### config.mk
export PLATFORM = sky130hd
export DESIGN_NAME = mem_lsu
export DESIGN_NICKNAME = d
export VERILOG_FILES = /design/src/rtl/mem_lsu.sv
export SDC_FILE = /design/constraint.sdc
export NUM_CORES = 1
export LEC_CHECK = 0
export BUFFER_PORTS_ARGS = -buffer_cell sky130_fd_sc_hd__clkbuf_2
export CORE_MARGIN = 3
export CORE_UTILIZATION = 30
export DETAILED_ROUTE_END_ITERATION = 12
export GPL_TIMING_DRIVEN = 0
export PLACE_DENSITY_LB_ADDON = 0.1
export SLEW_MARGIN = 20
export SYNTH_ARGS = -nofsm -noshare
export SYNTH_HDL_FRONTEND = slang
export SYNTH_SLANG_ARGS = --single-unit
### constraint.sdc
create_clock -name clk -period 3.41 [get_ports clk]
set_input_delay 0.1705 -clock clk [delete_from_list [all_inputs] [get_ports clk]]
set_output_delay 0.1705 -clock clk [all_outputs]
set_load 0.02 [all_outputs]
### src/rtl/mem_lsu.sv
// mem_lsu: MEM-stage load/store unit of the 5-stage MIPS pipeline.
// Takes the memory op latched in EX/MEM, runs a request/ack handshake on
// the data bus, formats load data (byte/half lane select plus sign or zero
// extension) and presents the write-back triple to MEM/WB. stallreq holds
// the pipeline while an access is outstanding.
//
// Ports:
//   clk, rst              clock, asynchronous active-high reset
//   stall[5:0]            stall vector; only stall[4] (MEM stage) is used
//   i_we, i_write_addr,   write-back request from EX/MEM
//   i_write_data
//   i_mem_op              0 none, 1 LB, 2 LBU, 3 LH, 4 LHU, 5 LW,
//                         6 SB, 7 SH, 8 SW, 9-15 none
//   i_mem_addr            effective address
//   i_store_data          store operand
//   bus_*                 data-bus master (registered request side)
//   mem_we, mem_write_addr,
//   mem_write_instr       write-back triple to MEM/WB
//   stallreq              stall request to the controller
//   align_err             misaligned access, no bus cycle issued
module mem_lsu #(
    parameter int ADDR_W = 32,
    parameter int DATA_W = 32
) (
    input  logic              clk,
    input  logic              rst,
    input  logic [5:0]        stall,
    input  logic              i_we,
    input  logic [4:0]        i_write_addr,
    input  logic [DATA_W-1:0] i_write_data,
    input  logic [3:0]        i_mem_op,
    input  logic [ADDR_W-1:0] i_mem_addr,
    input  logic [DATA_W-1:0] i_store_data,
    output logic              bus_req,
    output logic              bus_we,
    output logic [ADDR_W-1:0] bus_addr,
    output logic [3:0]        bus_sel,
    output logic [DATA_W-1:0] bus_wdata,
    input  logic [DATA_W-1:0] bus_rdata,
    input  logic              bus_ack,
    output logic              mem_we,
    output logic [4:0]        mem_write_addr,
    output logic [DATA_W-1:0] mem_write_instr,
    output logic              stallreq,
    output logic              align_err
);

    typedef enum logic [1:0] {IDLE, BUS, DONE} state_t;

    state_t            state_q, state_nxt;
    logic [DATA_W-1:0] load_data_q;

    logic is_load, is_store, is_byte, is_half, is_word, is_signed;
    logic is_mem, misaligned, start;
    logic [3:0]        sel_nxt;
    logic [DATA_W-1:0] wdata_nxt;

    // Only the MEM-stage bit of the stall vector matters here.
    logic unused_stall;
    assign unused_stall = ^{stall[5], stall[3:0]};

    // Extract the addressed lane (big-endian: offset 0 is bits 31:24) and
    // extend it to a full word.
    function automatic logic [DATA_W-1:0] format_load(
        input logic              sgn,
        input logic              byte_op,
        input logic              half_op,
        input logic [1:0]        off,
        input logic [DATA_W-1:0] rdata
    );
        logic signed [7:0]  b;
        logic signed [15:0] h;
        logic [DATA_W-1:0]  res;
        case (off)
            2'd0:    b = rdata[31:24];
            2'd1:    b = rdata[23:16];
            2'd2:    b = rdata[15:8];
            default: b = rdata[7:0];
        endcase
        h = off[1] ? rdata[15:0] : rdata[31:16];
        if (byte_op)
            res = {{24{sgn & b[7]}}, b};
        else if (half_op)
            res = {{16{sgn & h[15]}}, h};
        else
            res = rdata;
        return res;
    endfunction

    always_comb begin
        is_load   = 1'b0;
        is_store  = 1'b0;
        is_byte   = 1'b0;
        is_half   = 1'b0;
        is_word   = 1'b0;
        is_signed = 1'b0;
        case (i_mem_op)
            4'd1: begin is_load  = 1'b1; is_byte = 1'b1; is_signed = 1'b1; end
            4'd2: begin is_load  = 1'b1; is_byte = 1'b1; end
            4'd3: begin is_load  = 1'b1; is_half = 1'b1; is_signed = 1'b1; end
            4'd4: begin is_load  = 1'b1; is_half = 1'b1; end
            4'd5: begin is_load  = 1'b1; is_word = 1'b1; end
            4'd6: begin is_store = 1'b1; is_byte = 1'b1; end
            4'd7: begin is_store = 1'b1; is_half = 1'b1; end
            4'd8: begin is_store = 1'b1; is_word = 1'b1; end
            default: ;
        endcase
    end

    assign is_mem     = is_load | is_store;
    assign misaligned = (is_half & i_mem_addr[0]) | (is_word & (|i_mem_addr[1:0]));
    assign start      = is_mem & ~misaligned;

    always_comb begin
        if (is_byte)
            sel_nxt = 4'b1000 >> i_mem_addr[1:0];
        else if (is_half)
            sel_nxt = i_mem_addr[1] ? 4'b0011 : 4'b1100;
        else
            sel_nxt = 4'b1111;
    end

    always_comb begin
        if (is_byte)
            wdata_nxt = {4{i_store_data[7:0]}};
        else if (is_half)
            wdata_nxt = {2{i_store_data[15:0]}};
        else
            wdata_nxt = i_store_data;
    end

    // State register
    always_ff @(posedge clk or posedge rst) begin
        if (rst)
            state_q <= IDLE;
        else
            state_q <= state_nxt;
    end

    always_comb begin
        state_nxt = state_q;
        case (state_q)
            IDLE:    if (start)    state_nxt = BUS;
            BUS:     if (bus_ack)  state_nxt = DONE;
            DONE:    if (!stall[4]) state_nxt = IDLE;
            default: state_nxt = IDLE;
        endcase
    end

    // Bus request side: fields captured once on IDLE->BUS and held until
    // the next access; only bus_req drops on the ack edge.
    always_ff @(posedge clk or posedge rst) begin
        if (rst) begin
            bus_req   <= 1'b0;
            bus_we    <= 1'b0;
            bus_addr  <= '0;
            bus_sel   <= 4'b0000;
            bus_wdata <= '0;
        end else if (state_q == IDLE && start) begin
            bus_req   <= 1'b1;
            bus_we    <= is_store;
            bus_addr  <= {i_mem_addr[ADDR_W-1:2], 2'b00};
            bus_sel   <= sel_nxt;
            bus_wdata <= wdata_nxt;
        end else if (state_q == BUS && bus_ack) begin
            bus_req   <= 1'b0;
        end
    end

    always_ff @(posedge clk or posedge rst) begin
        if (rst)
            load_data_q <= '0;
        else if (state_q == BUS && bus_ack && is_load)
            load_data_q <= format_load(is_signed, is_byte, is_half,
                                       i_mem_addr[1:0], bus_rdata);
    end

    // Outputs are forced to zero while reset is held.
    always_comb begin
        mem_we          = 1'b0;
        mem_write_addr  = 5'd0;
        mem_write_instr = '0;
        stallreq        = 1'b0;
        align_err       = 1'b0;
        if (!rst) begin
            case (state_q)
                IDLE: begin
                    mem_write_addr = i_write_addr;
                    if (!is_mem) begin
                        mem_we          = i_we;
                        mem_write_instr = i_write_data;
                    end else if (misaligned) begin
                        align_err = 1'b1;
                    end else begin
                        stallreq = 1'b1;
                    end
                end
                BUS: begin
                    mem_write_addr = i_write_addr;
                    stallreq       = 1'b1;
                end
                DONE: begin
                    mem_write_addr = i_write_addr;
                    if (is_load) begin
                        mem_we          = i_we;
                        mem_write_instr = load_data_q;
                    end
                end
                default: ;
            endcase
        end
    end

endmodule

==> metrics.txt, run 1 <==
run status finished clean; Tmin final 2.710 ns; RSZ-0062 raised after global routing false; post-route clock skew 0.004421 ns; # fillers 1977; hold path cells 2; Netlist cell types 59; Worst EP required 3.24 ns; Fin. Hold Viols 0; initial antenna violation count 0; most common cell in the synthesized netlist dfrtp_1; Post-layout nets 971; first-pass GRT wire length 31420 microns; Worst Slack Setup Final 0.7000 ns; Least-Margin Pin Slew 0.7435 ns; first-pass iteration count of the detailed router 5; wire length per cell 18.62 microns; flop and latch count out of synthesis 102; Critical Path End Type output port; Max transition margin 50.43%; Crit Path Category input port to output port; pwr dens 759.3 nW/um^2; reg-to-reg endpoint bus_addr[2]$_DFFE_PP0P_; CORE AREA 19020 sq um; layout cells sized above 1 48.01%; P&R area growth vs syn 32.40%; Leakage 3.731 nW; routed via count 5467; Critical Path Start Type input port; WHS Endpoint bus_addr[7]$_DFFE_PP0P_; Ys Warns 0; crit path DAT 2.54 ns; clock buffer count from CTS 9; PortBufs 247; Setup WS pre-CTS 1.134 ns; crit-path max FO 57; DR vias/cell 5.020; I/O Pins 257; Die Area 21430 sq um; Avg Inst Size Synth 10.50 sq um; Post-synth EDFFs 0; Post-DP HPWL 15720 microns; worst r2r path cells 6; n_diodes 0; HP Class input port to flip-flop; drt first-iter violations 244; Final Non-Filler Cells 1089; worst skew pair latency 0.35 ns; DIE HEIGHT 146.4 microns; vias in the first global route 5734; max cap viols 0; Async S/R FF share, synth 100.0%; Worst R2R Setup Slack 1.34 ns; Max Freq 369.0 MHz; Final Setup Violations 0; Initial Utilization 31.09%; gpl congestion 0.8139; Clock Sinks 102; total length of routed wires 20280 microns; CTS tree yes; sequential area share after synthesis 43.17%; HP Start i_mem_addr[7]; hold buffers post-CTS 1; reg2reg start state_q[0]$_DFFE_PP0P_; main area contributors after synthesis dfrtp_1 (43%), mux2_2 (10%), mux2_4 (5.6%); # Post-CTS Setup Buffers 0; Most used DFF post-synth dfrtp_1; clock-pin slew on the worst setup and hold paths 0.07 ns; Syn Std Cell Area 5913 sq um; DRT antenna net count 0; most frequent cells after synthesis dfrtp_1 (102), nor2_1 (71), mux2_2 (53); clock root cell clkbuf_16; worst ir drop on vdd 0.4308 mV; grt ovf 0; die width 146.4 microns; Synth area leader dfrtp_1; maximum clock path buffer count 2; Inst Count DP 1072; final period utilization 79.47%; Syn Inst Count 563; largest net degree at the start of global routing 58; # rows 50; Slew Limit Fails 0; gr usage total 18.52%; CTS resizes 0; setup_tns 0 ns; top cell type's share of synthesized area 43.17%; # DRC 0; H-tree Lvls 3
metrics by stage:
| step | hold slack, ns | instance area [sq um] | utilization (%) | total power, mW |
|---|---|---|---|---|
| after global placement | 0.3970 | 7478 | 39.32 | 4.858 |
| after CTS | 0.02522 | 7829 | 41.16 | 6.041 |
| after detailed placement | 0.3668 | 7511 | 39.49 | 4.920 |
| after global routing | 0.03160 | 7829 | 41.16 | 6.349 |
| after floorplan | 0.2569 | 5917 | - | 3.945 |
| final | 0.04483 | 7829 | 41.16 | 5.944 |
power by group:
group / switching (mW) / internal [mW]
registers: 0.363 / 1.83
clock network: 0.486 / 0.595
logic: 1.53 / 1.15
total: 2.38 / 3.57
cell families (layout without fill, tap and decap cells):
| logic type | Yosys count | in the layout | share of synthesized area [%] |
|---|---|---|---|
| AND/OR/NAND/NOR | 161 | 161 | 12.82 |
| AO/OA/AOI/OAI | 131 | 131 | 16.25 |
| flip-flops | 102 | 102 | 43.17 |
| multiplexers | 99 | 99 | 21.43 |
| buffers and inverters | 69 | 334 | 6.263 |
| other | 1 | 2 | 0.06342 |
worst max-delay path by stage:
stage	depth (start not counted)	start	end
3_3_place_gp	6	rst	mem_write_instr[12]
4_1_cts	8	rst	mem_write_instr[15]
2_1_floorplan	4	rst	mem_write_instr[11]
3_5_place_dp	9	i_mem_op[2]	mem_write_instr[15]
6_report	8	rst	mem_write_instr[15]
5_1_grt	8	rst	mem_write_instr[15]
area by class of cell:
class,instances,area (sq um),area share (%)
timing repair buffer,249,1274,16.27
sequential,102,2552,32.60
buffer,49,295.3,3.772
inverter,20,80.08,1.023
multi-input combinational,393,2994,38.25
tap,260,325.3,4.155
clock buffer,10,239.0,3.053
clock inverter,6,68.82,0.8790
per-layer routing:
metal | share of wire (%) | global-route usage (%)
met1 | 43 | 23.67
met2 | 49 | 31.10
met3 | 6.3 | 4.811
met4 | 1.9 | 5.268
met5 | 0 | 0
critical path, cell delays in order:
cell	delay (ns)
dlygate4sd3_1	0.56
clkbuf_2	0.22
inv_6	0.39
buf_16	0.32
nand2_1	0.17
clkbuf_1	0.28
nor2_1	0.19
clkbuf_2	0.19
placed cells by master, fill, tap and decap left out, types with 17 or more instances in the layout:
master    synthesis  layout
buf_2            17      17
nor2_1           71      71
nand2_1          47      47
a21oi_1          26      26
dfrtp_1         102     102
mux2_2           53      53
mux2_4           22      22
inv_1            20      19
clkbuf_2          0     247
a22oi_1          33      33
sequential cells by signal (all words and copies together), names as in the netlist:
name / cells
bus_addr: 30
bus_req: 1
bus_sel: 4
bus_wdata: 32
state_q: 2
load_data_q: 32
bus_we: 1
No activity file was read; power rests on OpenSTA's default activity.
==> run 2, diff against run 1 <==
==> constraint.sdc (replaced) <==
create_clock -name clk -period 2.3 [get_ports clk]
set_input_delay 0.115 -clock clk [delete_from_list [all_inputs] [get_ports clk]]
set_output_delay 0.115 -clock clk [all_outputs]
set_load 0.02 [all_outputs]
==> metrics.txt, run 2 (synthesis results as in run 1) <==
die width 146.4 microns (unchanged); Final Non-Filler Cells 1126 (+3.4%); RSZ-0062 raised after global routing false; # fillers 1932 (-2.3%); commonest cells after routing, fill and taps aside clkbuf_2 (247), dfrtp_1 (101), nor2_1 (71), mux2_2 (53), nand2_1 (47); Final Setup Violations 0 (unchanged); crit path DAT 2.02 ns (-0.52 ns); Flop pwr share 36.2% (-0.6 points); layout cells sized above 1 46.94% (-1.1 points); clock power share 19.0% (+0.8 points); vias in the first global route 5911 (+3.1%); clock buffer count from CTS 9 (unchanged); worst skew pair latency 0.35 ns (about the same); Least-Margin Pin Slew 0.9295 ns (+0.1860 ns); combinational fraction of design power 44.8% (-0.2 points); Worst path slowest cell dfrtp_2; maximum clock path buffer count 2 (unchanged); Crit path max-delay family buffers and inverters; Post-layout nets 1007 (+3.7%); setup_tns 0 ns (unchanged); initial antenna violation count 1 (+1); pwr dens 1092 nW/um^2 (+44%); final period utilization 92.70%; clock-pin slew on the worst setup and hold paths 0.08 ns (about the same); CTS tree yes; Max Freq 469.0 MHz; Worst EP required 2.18 ns (-1.06 ns); H-tree Lvls 3 (unchanged); Sw Ratio 39.44% (-0.55 points); # rows 50 (unchanged); total length of routed wires 20630 microns (+1.7%); Multi-input gate area 2994 sq um (unchanged); wire length per cell 18.32 microns (-1.6%); Util after Layout 43.45% (+2.3 points); CORE AREA 19020 sq um (unchanged); DIE HEIGHT 146.4 microns (unchanged); final total power 9.023 mW (+52%); Max transition margin 37.83% (-13 points); clock root cell clkbuf_16; leading cell type in the layout, fill and taps excluded clkbuf_2; Critical Path Start Type flip-flop; Clock Sinks 102 (unchanged); Sequential cell area 2554 sq um (about the same); I/O Pins 257 (unchanged); first-pass GRT wire length 32150 microns (+2.3%); crit path cell chain or2_2 -> a21oi_4 -> buf_12 -> buf_4 -> a22oi_1 -> nor2_1 -> clkbuf_2; gpl congestion 0.7987 (-1.9%); cell internal pwr 5.464 mW (+53%); largest net degree at the start of global routing 33 (-43%); HP Class input port to flip-flop; Tmin final 2.132 ns; Critical Path End Type output port; Leakage 3.919 nW (+5.0%); PortBufs 247 (unchanged); crit-path max FO 10 (-82%); gr usage total 18.90% (+0.38 points); Net Sw Power 3.559 mW (+50%); Crit path buffers/inverters 3 (-3); Initial Utilization 31.09% (unchanged); DRT antenna net count 0 (unchanged); first-pass iteration count of the detailed router 4 (-1); # DRC 0 (unchanged); post-route clock skew 0.009421 ns (+0.005000 ns); Inst Count DP 1074 (+0.19%); Post-DP HPWL 15870 microns (+0.93%); Crit Path Category flip-flop to output port; drt first-iter violations 295 (+21%); crit-path max cell delay 0.47 ns (-0.09 ns); Die Area 21430 sq um (unchanged); DR vias/cell 5.024 (about the same); Fin. Hold Viols 0 (unchanged); Slew Limit Fails 0 (unchanged); worst ir drop on vdd 0.5145 mV (+19%); routed via count 5657 (+3.5%); grt ovf 0 (unchanged); Largest regs bus_wdata x32, load_data_q x32, bus_addr x30; P&R area growth vs syn 39.74%; max cap viols 0 (unchanged); run status finished clean
run 2: changes by cell type in the layout (fill, tap and decap cells not counted), sizes merged:
| cell | before | now |
|---|---|---|
| buf | 35 | 38 |
| bufinv | 1 | 2 |
| clkbuf | 272 | 271 |
| clkinv | 2 | 1 |
| diode | 0 | 1 |
| dlygate4sd3 | 1 | 34 |
| inv | 22 | 23 |
run 2: area by class of cell:
type	count	area share (%)
Antenna cell	1	0.03028
Sequential cell	102	30.91
Multi-Input combinational cell	393	36.24
Timing Repair Buffer	286	20.23
Clock buffer	9	2.726
Clock inverter	7	1.242
Buffer	48	3.740
Inverter	20	0.9540
Tap cell	260	3.937
run 2: through the flow:
| stage | instance area (sq um) | setup WS, ns | hold WS [ns] |
|---|---|---|---|
| 6_report | 8263 | 0.1679 | 0.01667 |
| 4_1_cts | 8258 | 0.03827 | 0.002640 |
| 5_1_grt | 8263 | 0.03723 | 0.02387 |
| 3_5_place_dp | 7557 | 0.1073 | 0.3076 |
| 3_3_place_gp | 7490 | -1.471 | 0.3390 |
| 2_1_floorplan | 5928 | -0.02489 | 0.2014 |
run 2: power groups by stage:
stage / Sequential [mW] / Clock, mW / Combinational (mW)
floorplan: 3.92 / 0 / 1.94
global placement: 3.26 / 0 / 3.95
detailed placement: 3.28 / 0 / 4.02
CTS: 3.26 / 1.78 / 4.12
global route: 3.41 / 1.84 / 4.36
finish: 3.27 / 1.71 / 4.04
run 2: tightest hold or removal path, stage by stage:
cell,delay [ns]
clkbuf_2,0.11
nand2_1,0.06
a21oi_1,0.05
run 2: path summary, 6_finish.rpt:
path	endpoint	slack (ns)	from	cells after the start
max in group asynchronous	load_data_q[29]$_DFFE_PP0P_	0.43	rst	4
worst max register to register	bus_addr[3]$_DFFE_PP0P_	0.35	state_q[0]$_DFFE_PP0P_	5
worst max-delay path	mem_write_instr[21]	0.17	state_q[0]$_DFFE_PP0P_	7
worst min-delay path	load_data_q[19]$_DFFE_PP0P_	0.02	bus_rdata[19]	3
worst min register to register	bus_addr[30]$_DFFE_PP0P_	0.51	bus_addr[30]$_DFFE_PP0P_	1
min in group asynchronous	bus_wdata[24]$_DFFE_PP0P_	0.53	rst	4
run 2: repair_timing:
action	in CTS	in global routing
setup endpoints to repair	30	30
gates cloned	0	0
hold buffers	34	0
endpoints found under the hold margin	52	0
resized for setup	2	4
setup buffers	2	0
run 2: per-layer routing:
layer  routed length (microns)  track usage (%)
met5                         0                0
met4                       514            6.491
met3                      1416            4.749
met2                     10220            32.18
met1                      8472            23.39
==> run 3, diff against run 2 <==
--- a/config.mk
+++ b/config.mk
@@ -7,10 +7,11 @@
 export LEC_CHECK = 0
 export BUFFER_PORTS_ARGS = -buffer_cell sky130_fd_sc_hd__clkbuf_2
 export CORE_MARGIN = 3
-export CORE_UTILIZATION = 30
+export CORE_UTILIZATION = 44
 export DETAILED_ROUTE_END_ITERATION = 12
 export GPL_TIMING_DRIVEN = 0
 export PLACE_DENSITY_LB_ADDON = 0.1
+export REMOVE_ABC_BUFFERS = 1
 export SLEW_MARGIN = 20
 export SYNTH_ARGS = -nofsm -noshare
 export SYNTH_HDL_FRONTEND = slang
==> metrics.txt, run 3 (synthesis results as in run 1) <==
run status finished clean; gpl congestion 0.8371 (+4.8%); first-pass iteration count of the detailed router 6 (+2); gr usage total 24.29% (+5.4 points); leading cell type in the layout, fill and taps excluded clkbuf_2; clock-pin slew on the worst setup and hold paths 0.07 ns (about the same); grt ovf 0 (unchanged); DIE HEIGHT 121.9 microns (-17%); reg2reg start state_q[0]$_DFFE_PP0P_; Die Area 14870 sq um (-31%); critical path launch point i_mem_op[2]; HP Class input port to flip-flop; final period utilization 94.60% (+1.9 points); reg-to-reg endpoint load_data_q[5]$_DFFE_PP0P_; layout cells sized above 1 46.51% (-0.43 points); # fillers 1098 (-43%); Critical Path End Type output port; worst r2r path cells 6 (+1); clock root cell clkbuf_16; P&R area growth vs syn 36.50%; Worst R2R Setup Slack 0.23 ns (-0.12 ns); worst skew pair latency 0.35 ns (about the same); met1 Use GR 28.84% (+5.4 points); Flop pwr share 36.5% (+0.3 points); Net Sw Power 3.512 mW (-1.3%); RSZ-0062 raised after global routing false; Fin. Hold Viols 0 (unchanged); drt first-iter violations 472 (+60%); setup_tns 0 ns (unchanged); Post-DP HPWL 12620 microns (-20%); CORE AREA 12880 sq um (-32%); Leakage 3.817 nW (-2.6%); Largest regs bus_wdata x32, load_data_q x32, bus_addr x30; maximum clock path buffer count 2 (unchanged); Post-layout nets 973 (-3.4%); commonest cells after routing, fill and taps aside clkbuf_2 (249), dfrtp_1 (102), nor2_1 (71), mux2_2 (53), nand2_1 (47); DRT antenna net count 0 (unchanged); design area 8071 sq um (-2.3%); CTS tree yes; post-route clock skew 0.005183 ns (-0.004238 ns); # DRC 0 (unchanged); final total power 8.909 mW (-1.3%); initial antenna violation count 0 (-1); Initial Utilization 45.92% (+15 points); DR vias/cell 5.429 (+8.1%); Slew Limit Fails 0 (unchanged); max cap viols 0 (unchanged); combinational fraction of design power 46.2% (+1.4 points); Critical Path Start Type input port; Clock Sinks 102 (unchanged); Crit Path Category input port to output port; # rows 41 (-18%); n_diodes 0 (-1); Final Setup Violations 0 (unchanged); crit-path max FO 39 (+29); pwr dens 1104 nW/um^2 (+1.1%); largest net degree at the start of global routing 67 (+100%); grt met3 use 5.896% (+1.1 points); Max Freq 459.6 MHz (-2.0%); vias in the first global route 5658 (-4.3%); gr busiest metal met2; PortBufs 249 (+0.81%); routed via count 5440 (-3.8%); H-tree Lvls 3 (unchanged); die width 121.9 microns (-17%); clock buffer count from CTS 9 (unchanged); first-pass GRT wire length 28370 microns (-12%); Sw Ratio 39.42% (about the same); worst setup path end mem_write_instr[2]; crit path DAT 2.06 ns (+0.04 ns); Tmin final 2.176 ns (+0.04364 ns); clock power share 17.3% (-1.7 points); I/O Pins 257 (unchanged); Worst EP required 2.18 ns (about the same); worst ir drop on vdd 0.6086 mV (+18%); total length of routed wires 18080 microns (-12%); cell internal pwr 5.397 mW (-1.2%); met2 Use GR 42.09% (+9.9 points); Least-Margin Pin Slew 0.7716 ns (-0.1579 ns); wire length per cell 18.05 microns (-1.5%); dpl cell area 7303 sq um (-3.4%); Max transition margin 48.39% (+11 points)
==> run 3: layer usage <==
layer / routed length, microns / vias to the layer above
li1: - / 2573
met1: 7195 / 2604
met2: 8945 / 231
met3: 1434 / 32
met4: 507 / 0
met5: 0 / -
==> run 3: power groups by stage <==
stage | Sequential [mW] | Clock (mW) | Combinational, mW
after CTS | 3.26 | 1.59 | 4.12
after detailed placement | 3.27 | 0 | 3.96
final | 3.25 | 1.54 | 4.11
after floorplan | 3.93 | 0 | 1.82
after global placement | 3.23 | 0 | 3.80
after global routing | 3.37 | 1.66 | 4.44
==> run 3: how the worst min path moves through the flow <==
| stage | start | end | slack [ns] | depth (start not counted) |
|---|---|---|---|---|
| 3_3_place_gp | bus_ack | state_q[0]$_DFFE_PP0P_ | 0.34 | 2 |
| 6_report | bus_rdata[20] | load_data_q[20]$_DFFE_PP0P_ | 0.02 | 3 |
| 4_1_cts | bus_rdata[18] | load_data_q[18]$_DFFE_PP0P_ | 0.0007 | 3 |
| 2_1_floorplan | bus_ack | state_q[0]$_DFFE_PP0P_ | 0.20 | 1 |
| 3_5_place_dp | bus_ack | state_q[0]$_DFFE_PP0P_ | 0.34 | 2 |
| 5_1_grt | bus_rdata[30] | load_data_q[30]$_DFFE_PP0P_ | 0.02 | 3 |
==> run 3: cell type report <==
cell class	instances	area (sq um)	area share (%)
Multi-Input combinational cell	394	3067	37.99
Inverter	20	80.08	0.9921
Sequential cell	102	2552	31.62
Tap cell	172	215.2	2.666
Clock inverter	6	71.32	0.8836
Timing Repair Buffer	299	1861	23.05
Clock buffer	9	225.2	2.790
==> run 3: through the flow <==
step	setup WS [ns]	hold slack (ns)	util, %	cells
floorplan	-1.570	0.2014	-	515
global placement	-3.452	0.3410	55.01	936
detailed placement	-0.3819	0.3394	56.72	945
CTS	0.003040	0.0006637	62.37	1000
global route	0.03186	0.02209	62.69	1002
finish	0.1242	0.01578	62.69	1002
==> run 3: what timing repair did <==
action,in CTS,in global routing
setup endpoints to repair,33,75
setup buffers,5,2
pin swaps,1,1
hold buffers,34,0
gates cloned,1,0
gates resized for setup,2,4
endpoints found under the hold margin,36,0
==> run 3: worst max-delay path, stage by stage <==
cell,delay (ns)
clkbuf_2,0.43
or4_4,0.70
a21oi_4,0.20
buf_12,0.16
a22oi_1,0.10
nor2_1,0.13
clkbuf_2,0.20
